$ cat src/rtl/boc_epl_corr_if.sv
// Correlator channel bus: sample/code inputs toward the correlator, dump results back.
// master = sample/code source, slave = boc_epl_corr.
interface boc_epl_corr_if #(
    parameter int SAMPLE_WIDTH = 4,
    parameter int ACC_WIDTH    = 20
);
    logic                           rx_corr_en;
    logic                           rx_sample_valid;
    logic signed [SAMPLE_WIDTH-1:0] rx_sample_i;
    logic signed [SAMPLE_WIDTH-1:0] rx_sample_q;
    logic                           rx_loc_boc;
    logic                           rx_prn_sop;
    logic                           rx_prn_eop;
    logic signed [ACC_WIDTH-1:0]    tx_ie;
    logic signed [ACC_WIDTH-1:0]    tx_qe;
    logic signed [ACC_WIDTH-1:0]    tx_ip;
    logic signed [ACC_WIDTH-1:0]    tx_qp;
    logic signed [ACC_WIDTH-1:0]    tx_il;
    logic signed [ACC_WIDTH-1:0]    tx_ql;
    logic                           tx_dump_valid;
    logic [7:0]                     tx_epoch_cnt;
    logic                           tx_eop_err;
    logic                           tx_sat;

    modport master (
        output rx_corr_en, rx_sample_valid, rx_sample_i, rx_sample_q,
               rx_loc_boc, rx_prn_sop, rx_prn_eop,
        input  tx_ie, tx_qe, tx_ip, tx_qp, tx_il, tx_ql,
               tx_dump_valid, tx_epoch_cnt, tx_eop_err, tx_sat
    );

    modport slave (
        input  rx_corr_en, rx_sample_valid, rx_sample_i, rx_sample_q,
               rx_loc_boc, rx_prn_sop, rx_prn_eop,
        output tx_ie, tx_qe, tx_ip, tx_qp, tx_il, tx_ql,
               tx_dump_valid, tx_epoch_cnt, tx_eop_err, tx_sat
    );
endinterface

$ cat src/rtl/boc_epl_corr.sv
// Early/prompt/late BOC correlator: despreads I/Q against a delayed local code and dumps per code period.
// Define BOC_EPL_CORR_SAT_EN for saturating accumulators with tx_sat reporting; default wraps.
module boc_epl_corr #(
    parameter int SAMPLE_WIDTH = 4,
    parameter int ACC_WIDTH    = 20,
    parameter int SPACING      = 2
) (
    input  logic          rx_clk,
    input  logic          rx_rst_n,
    boc_epl_corr_if.slave bus
);
    localparam int DEPTH = 2 * SPACING + 1;
    localparam int NACC  = 6;
    localparam int IE = 0, QE = 1, IP = 2, QP = 3, IL = 4, QL = 5;

    typedef enum logic [1:0] {IDLE, WAIT_SOP, ACCUM} state_t;

    state_t                      state;
    logic [2:0]                  dline [DEPTH];   // {code, sop, eop}
    logic                        code_e, code_p, code_l, psop, peop;
    logic signed [ACC_WIDTH-1:0] ext_i, ext_q;
    logic signed [ACC_WIDTH-1:0] prod    [NACC];
    logic signed [ACC_WIDTH-1:0] acc     [NACC];
    logic signed [ACC_WIDTH-1:0] acc_nxt [NACC];
    logic signed [ACC_WIDTH-1:0] dump    [NACC];
    logic                        eop_flag, eop_err, dump_valid;
    logic [7:0]                  epoch_cnt;

    function automatic logic signed [ACC_WIDTH-1:0] despread(
        input logic signed [ACC_WIDTH-1:0] s,
        input logic                        code,
        input logic                        valid
    );
        if (!valid) return '0;
        return code ? -s : s;
    endfunction

    assign code_e = dline[0][2];
    assign code_p = dline[SPACING][2];
    assign code_l = dline[2*SPACING][2];
    assign psop   = dline[SPACING][1];
    assign peop   = dline[SPACING][0];

    always_comb begin
        ext_i = {{(ACC_WIDTH-SAMPLE_WIDTH){bus.rx_sample_i[SAMPLE_WIDTH-1]}}, bus.rx_sample_i};
        ext_q = {{(ACC_WIDTH-SAMPLE_WIDTH){bus.rx_sample_q[SAMPLE_WIDTH-1]}}, bus.rx_sample_q};
        prod[IE] = despread(ext_i, code_e, bus.rx_sample_valid);
        prod[QE] = despread(ext_q, code_e, bus.rx_sample_valid);
        prod[IP] = despread(ext_i, code_p, bus.rx_sample_valid);
        prod[QP] = despread(ext_q, code_p, bus.rx_sample_valid);
        prod[IL] = despread(ext_i, code_l, bus.rx_sample_valid);
        prod[QL] = despread(ext_q, code_l, bus.rx_sample_valid);
    end

    always_ff @(posedge rx_clk or negedge rx_rst_n) begin
        if (!rx_rst_n) begin
            state      <= IDLE;
            dline      <= '{default: '0};
            acc        <= '{default: '0};
            dump       <= '{default: '0};
            eop_flag   <= 1'b0;
            eop_err    <= 1'b0;
            dump_valid <= 1'b0;
            epoch_cnt  <= '0;
        end else begin
            dline[0] <= {bus.rx_loc_boc, bus.rx_prn_sop, bus.rx_prn_eop};
            for (int unsigned k = 1; k < DEPTH; k++) dline[k] <= dline[k-1];
            dump_valid <= 1'b0;
            if (!bus.rx_corr_en) begin
                state    <= IDLE;
                acc      <= '{default: '0};
                eop_flag <= 1'b0;
            end else begin
                case (state)
                    IDLE: state <= WAIT_SOP;
                    WAIT_SOP: if (psop) begin
                        state    <= ACCUM;
                        acc      <= prod;
                        eop_flag <= 1'b0;
                    end
                    ACCUM: if (psop) begin
                        // Dump excludes the psop sample, which opens the next period.
                        dump       <= acc;
                        acc        <= prod;
                        eop_err    <= ~(eop_flag | peop);
                        eop_flag   <= 1'b0;
                        dump_valid <= 1'b1;
                        epoch_cnt  <= epoch_cnt + 8'd1;
                    end else begin
                        if (peop) eop_flag <= 1'b1;
                        if (bus.rx_sample_valid) acc <= acc_nxt;
                    end
                    default: state <= IDLE;
                endcase
            end
        end
    end

`ifdef BOC_EPL_CORR_SAT_EN
    localparam logic signed [ACC_WIDTH-1:0] ACC_MAX = {1'b0, {(ACC_WIDTH-1){1'b1}}};
    localparam logic signed [ACC_WIDTH-1:0] ACC_MIN = {1'b1, {(ACC_WIDTH-1){1'b0}}};
    logic signed [ACC_WIDTH:0] sum_ext [NACC];
    logic [NACC-1:0]           ovf;
    logic                      sat_flag, sat_q;

    always_comb begin
        for (int unsigned k = 0; k < NACC; k++) begin
            sum_ext[k] = {acc[k][ACC_WIDTH-1], acc[k]} + {prod[k][ACC_WIDTH-1], prod[k]};
            ovf[k]     = sum_ext[k][ACC_WIDTH] ^ sum_ext[k][ACC_WIDTH-1];
            acc_nxt[k] = ovf[k] ? (sum_ext[k][ACC_WIDTH] ? ACC_MIN : ACC_MAX)
                                : sum_ext[k][ACC_WIDTH-1:0];
        end
    end

    always_ff @(posedge rx_clk or negedge rx_rst_n) begin
        if (!rx_rst_n) begin
            sat_flag <= 1'b0;
            sat_q    <= 1'b0;
        end else if (!bus.rx_corr_en) begin
            sat_flag <= 1'b0;
        end else if (state == ACCUM) begin
            if (psop) begin
                sat_q    <= sat_flag;
                sat_flag <= 1'b0;
            end else if (bus.rx_sample_valid && |ovf) begin
                sat_flag <= 1'b1;
            end
        end
    end

    assign bus.tx_sat = sat_q;
`else
    always_comb begin
        for (int unsigned k = 0; k < NACC; k++) acc_nxt[k] = acc[k] + prod[k];
    end

    assign bus.tx_sat = 1'b0;
`endif

    assign bus.tx_ie         = dump[IE];
    assign bus.tx_qe         = dump[QE];
    assign bus.tx_ip         = dump[IP];
    assign bus.tx_qp         = dump[QP];
    assign bus.tx_il         = dump[IL];
    assign bus.tx_ql         = dump[QL];
    assign bus.tx_dump_valid = dump_valid;
    assign bus.tx_epoch_cnt  = epoch_cnt;
    assign bus.tx_eop_err    = eop_err;
endmodule

$ cat src/flat_wrapper.sv
// flat-port wrapper written by rule: the top's interface ports become plain ports
module boc_epl_corr_flat 
#(
    parameter int SAMPLE_WIDTH = 4,
    parameter int ACC_WIDTH    = 20,
    parameter int SPACING      = 2
)
  (rx_clk, rx_rst_n, bus_rx_corr_en, bus_rx_sample_valid, bus_rx_sample_i, bus_rx_sample_q, bus_rx_loc_boc, bus_rx_prn_sop, bus_rx_prn_eop, bus_tx_ie, bus_tx_qe, bus_tx_ip, bus_tx_qp, bus_tx_il, bus_tx_ql, bus_tx_dump_valid, bus_tx_epoch_cnt, bus_tx_eop_err, bus_tx_sat);
  boc_epl_corr_if #(.SAMPLE_WIDTH(SAMPLE_WIDTH), .ACC_WIDTH(ACC_WIDTH)) bus_i ();
  input  logic rx_clk;
  input  logic rx_rst_n;
  input wire logic [$bits(bus_i.rx_corr_en)-1:0] bus_rx_corr_en;
  input wire logic [$bits(bus_i.rx_sample_valid)-1:0] bus_rx_sample_valid;
  input wire logic [$bits(bus_i.rx_sample_i)-1:0] bus_rx_sample_i;
  input wire logic [$bits(bus_i.rx_sample_q)-1:0] bus_rx_sample_q;
  input wire logic [$bits(bus_i.rx_loc_boc)-1:0] bus_rx_loc_boc;
  input wire logic [$bits(bus_i.rx_prn_sop)-1:0] bus_rx_prn_sop;
  input wire logic [$bits(bus_i.rx_prn_eop)-1:0] bus_rx_prn_eop;
  output wire logic [$bits(bus_i.tx_ie)-1:0] bus_tx_ie;
  output wire logic [$bits(bus_i.tx_qe)-1:0] bus_tx_qe;
  output wire logic [$bits(bus_i.tx_ip)-1:0] bus_tx_ip;
  output wire logic [$bits(bus_i.tx_qp)-1:0] bus_tx_qp;
  output wire logic [$bits(bus_i.tx_il)-1:0] bus_tx_il;
  output wire logic [$bits(bus_i.tx_ql)-1:0] bus_tx_ql;
  output wire logic [$bits(bus_i.tx_dump_valid)-1:0] bus_tx_dump_valid;
  output wire logic [$bits(bus_i.tx_epoch_cnt)-1:0] bus_tx_epoch_cnt;
  output wire logic [$bits(bus_i.tx_eop_err)-1:0] bus_tx_eop_err;
  output wire logic [$bits(bus_i.tx_sat)-1:0] bus_tx_sat;
  assign bus_i.rx_corr_en = bus_rx_corr_en;
  assign bus_i.rx_sample_valid = bus_rx_sample_valid;
  assign bus_i.rx_sample_i = bus_rx_sample_i;
  assign bus_i.rx_sample_q = bus_rx_sample_q;
  assign bus_i.rx_loc_boc = bus_rx_loc_boc;
  assign bus_i.rx_prn_sop = bus_rx_prn_sop;
  assign bus_i.rx_prn_eop = bus_rx_prn_eop;
  assign bus_tx_ie = bus_i.tx_ie;
  assign bus_tx_qe = bus_i.tx_qe;
  assign bus_tx_ip = bus_i.tx_ip;
  assign bus_tx_qp = bus_i.tx_qp;
  assign bus_tx_il = bus_i.tx_il;
  assign bus_tx_ql = bus_i.tx_ql;
  assign bus_tx_dump_valid = bus_i.tx_dump_valid;
  assign bus_tx_epoch_cnt = bus_i.tx_epoch_cnt;
  assign bus_tx_eop_err = bus_i.tx_eop_err;
  assign bus_tx_sat = bus_i.tx_sat;
  boc_epl_corr #(.SAMPLE_WIDTH(SAMPLE_WIDTH), .ACC_WIDTH(ACC_WIDTH), .SPACING(SPACING)) u_core (.rx_clk(rx_clk), .rx_rst_n(rx_rst_n), .bus(bus_i));
endmodule
$ cat config.mk
export PLATFORM = sky130hd
export DESIGN_NAME = boc_epl_corr_flat
export DESIGN_NICKNAME = d
export VERILOG_FILES = /design/src/rtl/boc_epl_corr_if.sv /design/src/rtl/boc_epl_corr.sv /design/src/flat_wrapper.sv
export SDC_FILE = /design/constraint.sdc
export NUM_CORES = 1
export LEC_CHECK = 0
export CORE_MARGIN = 2
export CORE_UTILIZATION = 40
export DETAILED_ROUTE_END_ITERATION = 16
export GPL_ROUTABILITY_DRIVEN = 0
export SLEW_MARGIN = 10
export SYNTH_ARGS = -nofsm -noshare
export SYNTH_HDL_FRONTEND = slang
export SYNTH_SLANG_ARGS = --single-unit
$ cat constraint.sdc
create_clock -name rx_clk -period 3.9 [get_ports rx_clk]
set_clock_uncertainty 0.05 [all_clocks]
set_input_delay 0.585 -clock rx_clk [delete_from_list [all_inputs] [get_ports rx_clk]]
set_output_delay 0.585 -clock rx_clk [all_outputs]
set_load 0.01 [all_outputs]
== After elaboration in Yosys (flattened, before gate mapping) ==
Cells that the tools add are included.

* $add $sub $neg: 9
* Eq/ne operators: 7
* Mux-type cells: 28
* Bitwise operators: 2
* Reductions and logical operators: 5

{| class="wikitable"
|+ Operator list
! kind !! count
|-
| $mux 120 || 4
|-
| $mux 20 || 12
|-
| $pmux 120 s2 || 1
|-
| $add 20x20->20 || 6
|-
| $neg 4->20 || 2
|-
| $reduce_and 3->1 || 3
|-
| $add 8x1->8 const B || 1
|-
| $mux 1 || 7
|-
| $pmux 2 s3 || 1
|-
| $mux 2 || 2
|-
| $ne 4x2->1 const B || 1
|-
| $ne 4x3->1 const B || 1
|-
| $ne 3x1->1 const B || 1
|-
| $ne 3x2->1 const B || 1
|-
| $eq 2x1->1 const B || 1
|-
| $eq 2x2->1 const B || 1
|-
| $logic_not 2->1 || 1
|-
| $ne 2x2->1 const B || 1
|-
| $pmux 1 s2 || 1
|-
| $reduce_and 2->1 || 1
|-
| $not 1->1 || 1
|-
| $or 1x1->1 || 1
|}

* Register bits after elaboration: 268
* Input bits: 15
* Output and inout bits: 131

== Longest topological paths before layout ==
Gate-level depths: netlist (run 1).

* Depth in word-level cells: 8
* Gate-level depth with buffers: 17
* Depth with buffers taken out: 16

== Worst setup path after synthesis (run 1) ==
No wires, ideal clock.

* Path kind: input port to flip-flop
* Start: input bus_rx_sample_valid
* End: register u_core.acc[74] (netlist bit)
* Setup time: 69 ps
* Arrival time: 3,496 ps
* Required time: 3,781 ps
* Setup slack: 285 ps
* Stages on the path: 15
* Buffers on the path: 3
* Cells stage by stage: buf_2 > clkinv_1 > clkbuf_1 > buf_1 > nor2_1 > ha_1 > inv_1 > fa_1 > nor2b_1 > o31ai_1 > a21oi_1 > a41o_1 > a31oi_1 > or4b_1 > nand3_1

* Longest elaborated chain between the ends: 6

{| class="wikitable"
|+ RTL lines
! item !! RTL line !! source
|-
| start: declaration || flat_wrapper.sv:13 || <nowiki>input wire logic [$bits(bus_i.rx_sample_valid)-1:0] bus_rx_sample_valid;</nowiki>
|-
| $mux 20 || boc_epl_corr.sv:35 || <nowiki>return code ? -s : s;</nowiki>
|-
| $add 20x20->20 || boc_epl_corr.sv:134 || <nowiki>for (int unsigned k = 0; k < NACC; k++) acc_nxt[k] = acc[k] + prod[k];</nowiki>
|-
| $mux 120 || boc_epl_corr.sv:91 || <nowiki>if (bus.rx_sample_valid) acc <= acc_nxt;</nowiki>
|-
| $mux 120 || boc_epl_corr.sv:81 || <nowiki>ACCUM: if (psop) begin</nowiki>
|-
| $pmux 120 s2 || boc_epl_corr.sv:74 || <nowiki>case (state)</nowiki>
|-
| $mux 120 || boc_epl_corr.sv:69 || <nowiki>if (!bus.rx_corr_en) begin</nowiki>
|-
| end signal: assignment || boc_epl_corr.sv:78 || <nowiki>acc <= prod;</nowiki>
|-
| end signal: assignment || boc_epl_corr.sv:84 || <nowiki>acc <= prod;</nowiki>
|-
| end signal: assignment || boc_epl_corr.sv:91 ||
|-
| end: declaration || boc_epl_corr.sv:23 || <nowiki>logic signed [ACC_WIDTH-1:0] acc [NACC];</nowiki>
|}

Several ways; a longest one is shown, not always the timed one. The select of a mux whose other input is x is not followed.
A chain may end at the register's enable or synchronous reset.

== Final worst setup path (run 1) ==
* Start: input bus_rx_sample_q[2]
* End: register u_core.acc[19] (netlist bit)

* Longest elaborated chain between the ends: 8

{| class="wikitable"
|+ RTL lines
! item !! RTL line !! source
|-
| start: declaration || flat_wrapper.sv:15 || <nowiki>input wire logic [$bits(bus_i.rx_sample_q)-1:0] bus_rx_sample_q;</nowiki>
|-
| $neg 4->20 || boc_epl_corr.sv:35 ||
|-
| $mux 20 * (2 in a row) || boc_epl_corr.sv:35 ||
|-
| $add 20x20->20 || boc_epl_corr.sv:134 ||
|-
| $mux 120 || boc_epl_corr.sv:91 ||
|-
| $mux 120 || boc_epl_corr.sv:81 ||
|-
| $pmux 120 s2 * || boc_epl_corr.sv:74 ||
|-
| $mux 120 * || boc_epl_corr.sv:69 ||
|}

Every way passes the cells marked *; elsewhere a longest branch is shown, timed or not. The select of a mux whose other input is x is not followed.

==> run summary, run 1 <==
Status - finished clean
Synthesized area - 17100 um2
Overall power consumption - 8350 uW
Slew margin rel. - 43.0%
Mapped Cells - 2052
Worst slack at placement - -0.312 ns
PwrDens - 387 nW/um2
Clk_lat worst skew - 0.58 ns
WL/cell - 18.1 um
Min-delay src - u_core.dline[10]
DP HPWL - 38200 um
CP Data Required Time - 4.30 ns
Max Buffers Root-to-Sink - 3
Slowest stage delay, CP - 0.54 ns
Minimum clock period - 3.70 ns
Syn Area/Cell - 8.33 um2
Routed vias/inst - 5.53
Mux cell area share after synthesis - 0.768%
Crit-path cells - clkdlybuf4s50_1 > or3_1 > nand2b_1 > ha_1 > a21oi_1 > buf_4 > ha_1 > nand2_1 > o21ai_0 > o21bai_1 > o221ai_1 > buf_4 > a211oi_1 > mux2i_1 > nor2_1
Initial Util - 40.7%
Sequential share of the synthesized area - 38.6%
CP max stage cell - clkdlybuf4s50_1
Routed vias - 16072
Final nets - 2502
Drt first pass iters - 5
Core area - 42000 um2
Htree depth - 1
HP Class - reg2reg
Max-Cap Viols - 0
FF+latch count, synth - 264
Max Slew Vio Count - 0
Cell count after placement - 2851
Crit Path Max Fanout - 3
Port buffer count - 144
Routed Antenna Nets - 0
Die area - 44400 um2
Xor/xnor share of the synthesized area - 4.81%
Synth async-reset ratio - 100%
Worst setup path start - bus_rx_sample_q[2]
Unrepaired setup endpoints after global routing - false
Slew at the pin with the worst max-slew slack - 0.855 ns
Leakage - 0.0105 uW
Grt ovf - 0
Layout cells sized above 1 - 12.5%
Initial drt markers - 1120
Count of cell types in the netlist - 82
Hold Vio Cnt, Final - 0
CTS Root Cell - clkbuf_16
Crit end category - flip-flop
CP Launch Type - primary input
Reg clk slew, reported paths - 0.06 ns
Top FF cell, synth - dfrtp_1
Die height - 211 um
Fin crit share - 94.8%
Largest net degree at the start of global routing - 134
Reg-to-Reg Start - u_core.code_l
Fmax - 271 MHz
Die W - 211 um
Worst vdd ir - 261 uV
Inserted Clock Buffers - 31
FP Rows - 75
Most frequent cells in the layout - nand2_1 (494), dfrtp_1 (264), buf_4 (208)
Ys Warns - 0
Diodes inserted - 0
Number of synthesized flops with an enable pin - 0
Boundary Pins - 146
Arr. time, crit path - 4.10 ns
Vias in the first global route - 16003
CTS tree - done
Syn Nets - 2208
Global-route wire length before repair - 86000 um
Area grow syn2layout - 26.2%
Clock sink count - 264
Post-Synth Simple-Gate Area - 20.1%
# setup viols final - 0
GRT Util Overall - 24.0%
Final WS setup - 0.204 ns
Largest family of logic cells by synthesized area - compound AO/OA/AOI/OAI gates
Initial antenna violation count - 0
Crit path kind - in2reg
Routed WL - 52500 um
Commonest non-fill, non-tap cell in the layout - nand2_1
Non-Filler Instances - 2908
Remaining DRCs - 0
Compound-Gate Fraction of Synth Area - 21.5%
Adder-cell share of the synthesized area - 10.6%
[cells by family (layout without fill, tap and decap cells)]
| family | after synthesis | in the layout |
|---|---|---|
| AND/OR/NAND/NOR | 804 | 804 |
| AO/OA/AOI/OAI | 588 | 588 |
| flip-flops | 264 | 264 |
| buffers and inverters | 148 | 465 |
| adder cells (fa/ha/maj) | 141 | 141 |
| XOR/XNOR | 93 | 93 |
| multiplexers | 13 | 13 |
| other | 1 | 1 |
[through the flow]
stage / instance area (um2) / TNS, ns / hold WS (ns) / utilization (%)
2_1_floorplan: 17100 / 0 / 0.239 / -
3_3_place_gp: 20500 / -4.07 / 0.282 / 48.7
3_5_place_dp: 20500 / -7.25 / 0.285 / 48.7
4_1_cts: 21600 / 0 / 0.299 / 51.3
5_1_grt: 21600 / 0 / 0.308 / 51.3
6_report: 21600 / 0 / 0.299 / 51.3
[state kept, by name, summed over array words and instances, names as in the netlist]
register / count
u_core.bus.tx_ql: 20
u_core.bus.tx_dump_valid: 1
u_core.code_p: 1
u_core.code_e: 1
u_core.bus.tx_epoch_cnt: 8
u_core.acc: 120
u_core.bus.tx_il: 20
u_core.eop_flag: 1
u_core.code_l: 1
u_core.dline: 8
u_core.bus.tx_qp: 20
u_core.bus.tx_ip: 20
u_core.bus.tx_ie: 20
u_core.bus.tx_eop_err: 1
u_core.state: 2
u_core.bus.tx_qe: 20
[path summary, 6_finish.rpt]
kind,endpoint,slack [ns],cells past startpoint
max,u_core.acc[19],0.20,15
max in group asynchronous,u_core.acc[17],2.32,3
max reg2reg,u_core.acc[19],0.48,11
min,u_core.dline[7],0.30,0
min reg2reg,u_core.dline[7],0.30,0
min in group asynchronous,u_core.bus.tx_ie[5],0.53,2
[final cells by class]
cell class | count | area (um2)
Fill cell | 3987 | 20500
Multi-Input combinational cell | 1640 | 9900
Sequential cell | 264 | 6610
Timing Repair Buffer | 359 | 3130
Clock buffer | 41 | 853
Tap cell | 539 | 674
Clock inverter | 15 | 234
Inverter | 50 | 189
[worst max-delay path, delay by kind of cell]
kind                       cells  cell delay, ns
muxes                          1            0.26
adders and majority gates      2            0.59
buffers and inverters          3            0.92
and+or+nand+nor                4            0.73
AOI/OAI and AO/OA              5            1.02
[power breakdown]
part           switching, uW  leakage [uW]  internal (uW)
clock network           1190      0.000531           1920
registers                218       0.00359           2980
logic                   1090       0.00642            951
total                   2500        0.0105           5850
[cell usage after synthesis, types with 4 or more instances]
master    instances  area [um2]
o21ai_0         155         776
clkbuf_1         61         229
and2_1            9        56.3
a22oi_1           9        67.6
o31ai_1           8        60.1
fa_1              6         120
buf_1            13        48.8
and3_1            9        56.3
inv_1            48         180
o21bai_1          7        52.6
a221o_1           4        40.0
a21o_1           32         240
nand4_1          11        68.8
a311oi_1          9        78.8
a21oi_1         182         911
nor2_1          121         454
dfrtp_1         264        6610
o22ai_1          11        68.8
a31oi_1          25         156
nand2_1         494        1850
or2_2             7        43.8
nand2b_1         27         169
o211ai_1         18         135
o21a_1           29         218
a211oi_1         44         330
nand3_1          32         160
xnor2_1          54         473
buf_2            16        80.1
mux2i_1          12         120
ha_1            135        1690
nor2b_1          22         138
or3_1            10        62.6
o221ai_1          9        78.8
nor3_1           42         210
xor2_1           38         333
nor3b_1           6        45.0
[per-layer routing]
| layer | global-route usage (%) | part of all wire, % |
|---|---|---|
| met3 | 3.15 | 5.4 |
| met4 | 7.60 | 3.0 |
| met1 | 33.4 | 46 |
| met5 | 0 | 0 |
| met2 | 38.8 | 46 |
[timing repair]
item	in CTS	in global routing
buffers inserted	0	0
endpoints found under the setup margin	0	1
gates resized for setup	0	1
hold buffers	1	0
hold endpoints to repair	31	0
Power figures use the tool's default switching activity.
==> inputs of run 2 (changes only) <==
- clock period: 3.9 -> 4.35 ns (I/O delays scaled with it)
==> run summary, run 2 (synthesized netlist as in run 1, its figures left out) <==
Status - finished clean
CTS tree - done
Clock sink count - 264
Max-Cap Viols - 0
Non-Filler Instances - 2761
Routed vias - 15504
Routed vias/inst - 5.62
CP Launch Type - primary input
Boundary Pins - 146
Setup Buffers After CTS - 0
Layout cells sized above 1 - 6.76%
Vias in the first global route - 15440
Grt ovf - 0
Hold-fix buffers at CTS - 0
Core area - 42000 um2
Minimum clock period - 3.77 ns
Fmax - 265 MHz
# setup viols final - 0
Reg clk slew, reported paths - 0.07 ns
Initial drt markers - 1029
Routed WL - 51500 um
Routed Antenna Nets - 0
Clk_lat worst skew - 0.58 ns
Commonest non-fill, non-tap cell in the layout - nand2_1
DP HPWL - 36600 um
Die height - 211 um
Initial Util - 40.7%
Unrepaired setup endpoints after global routing - false
Crit path kind - in2reg
Initial antenna violation count - 3
Die W - 211 um
Final nets - 2352
GRT Util Overall - 23.4%
FILL cells - 4029
Die area - 44400 um2
Cell count after placement - 2702
Arr. time, crit path - 4.19 ns
Leakage - 0.00977 uW
HP Class - in2async
Kind of cell adding the most delay to the critical path - compound AO/OA/AOI/OAI gates
Global-route wire length before repair - 84000 um
Crit-path cells - clkdlybuf4s50_1 > clkinv_1 > buf_4 > a21oi_1 > ha_1 > o21a_1 > a21oi_1 > nor2b_1 > o21a_1 > a211oi_1 > mux2i_1 > nor2_1
Hold Vio Cnt, Final - 0
Most frequent cells in the layout - nand2_1 (494), dfrtp_1 (264), a21oi_1 (182)
Slew margin rel. - 37.4%
CP Data Required Time - 4.77 ns
Inserted Clock Buffers - 31
Worst vdd ir - 266 uV
Slew at the pin with the worst max-slew slack - 0.938 ns
PwrDens - 354 nW/um2
Slowest stage delay, CP - 0.74 ns
Largest net degree at the start of global routing - 102
Fin crit share - 86.6%
Crit end category - flip-flop
FP Rows - 75
Htree depth - 1
Setup TNS - 0 ns
Largest register FFs - 120
Area grow syn2layout - 19.2%
CP bufs+invs - 3
Post-CTS sizing - 0
Crit Path Max Fanout - 18
CTS Root Cell - clkbuf_16
Drt first pass iters - 5
Max Buffers Root-to-Sink - 3
Max Slew Vio Count - 0
CP max stage cell - a21oi_1
Largest reg by FF count - u_core.acc
Remaining DRCs - 0
Port buffer count - 144
WL/cell - 18.7 um
-- run 2: cell count changes in the layout (fill, tap and decap cells not counted), sizes merged --
cell | previous run | this run
buf | 216 | 67
bufinv | 6 | 3
clkinv | 9 | 12
diode | 0 | 3
clkbuf | 41 | 42
clkinvlp | 2 | 1
dlygate4sd3 | 1 | 0
-- run 2: routing by layer --
layer | track usage, % | part of all wire, %
met1 | 32.8 | 46
met2 | 37.2 | 46
met3 | 3.35 | 5.7
met4 | 7.72 | 2.7
met5 | 0 | 0
-- run 2: final cells by class --
cell class | instances | area [um2] | share of cell area [%]
Multi-Input combinational cell | 1640 | 9900 | 48.5
Tap cell | 539 | 674 | 3.31
Inverter | 50 | 189 | 0.926
Clock buffer | 42 | 897 | 4.40
Sequential cell | 264 | 6610 | 32.4
Timing Repair Buffer | 209 | 1970 | 9.65
Clock inverter | 14 | 155 | 0.761
Antenna cell | 3 | 7.51 | 0.0368
-- run 2: final timing paths --
check	depth (start not counted)	slack, ns	end	startpoint
worst min-delay path	1	0.06	u_core.bus.tx_ie[12]	rx_rst_n
worst min register to register	0	0.28	u_core.code_l	u_core.dline[5]
max in group asynchronous	2	3.15	u_core.acc[47]	rx_rst_n
worst max register to register	10	0.79	u_core.acc[19]	u_core.code_l
min in group rx_clk	0	0.28	u_core.code_l	u_core.dline[5]
worst max-delay path	12	0.58	u_core.acc[19]	bus_rx_sample_valid
-- run 2: stage by stage --
stage / instance area, um2 / power (uW) / hold slack (ns) / util, % / worst slack, ns
global placement: 19300 / 4520 / 0.282 / 46.0 / 0.106
global route: 20400 / 7600 / 0.133 / 48.5 / 0.367
floorplan: 17100 / 3870 / 0.281 / - / 0.668
finish: 20400 / 7210 / 0.0554 / 48.5 / 0.584
CTS: 20400 / 7290 / 0.108 / 48.5 / 0.645
detailed placement: 19300 / 4550 / 0.285 / 46.0 / 0.0581
-- run 2: report_power, final --
part	switching, uW	leakage, uW	internal, uW
logic	942	0.00566	711
registers	193	0.00359	2670
clock network	1090	0.000525	1610
total	2220	0.00977	4990
-- run 2: worst reg2reg max path, delay by kind of cell (launching register included) --
kind,cells,cell delay [ns]
simple gates,3,0.26
fa+ha+maj,1,0.46
mux,1,0.22
flops,1,0.80
compound gates,5,1.65
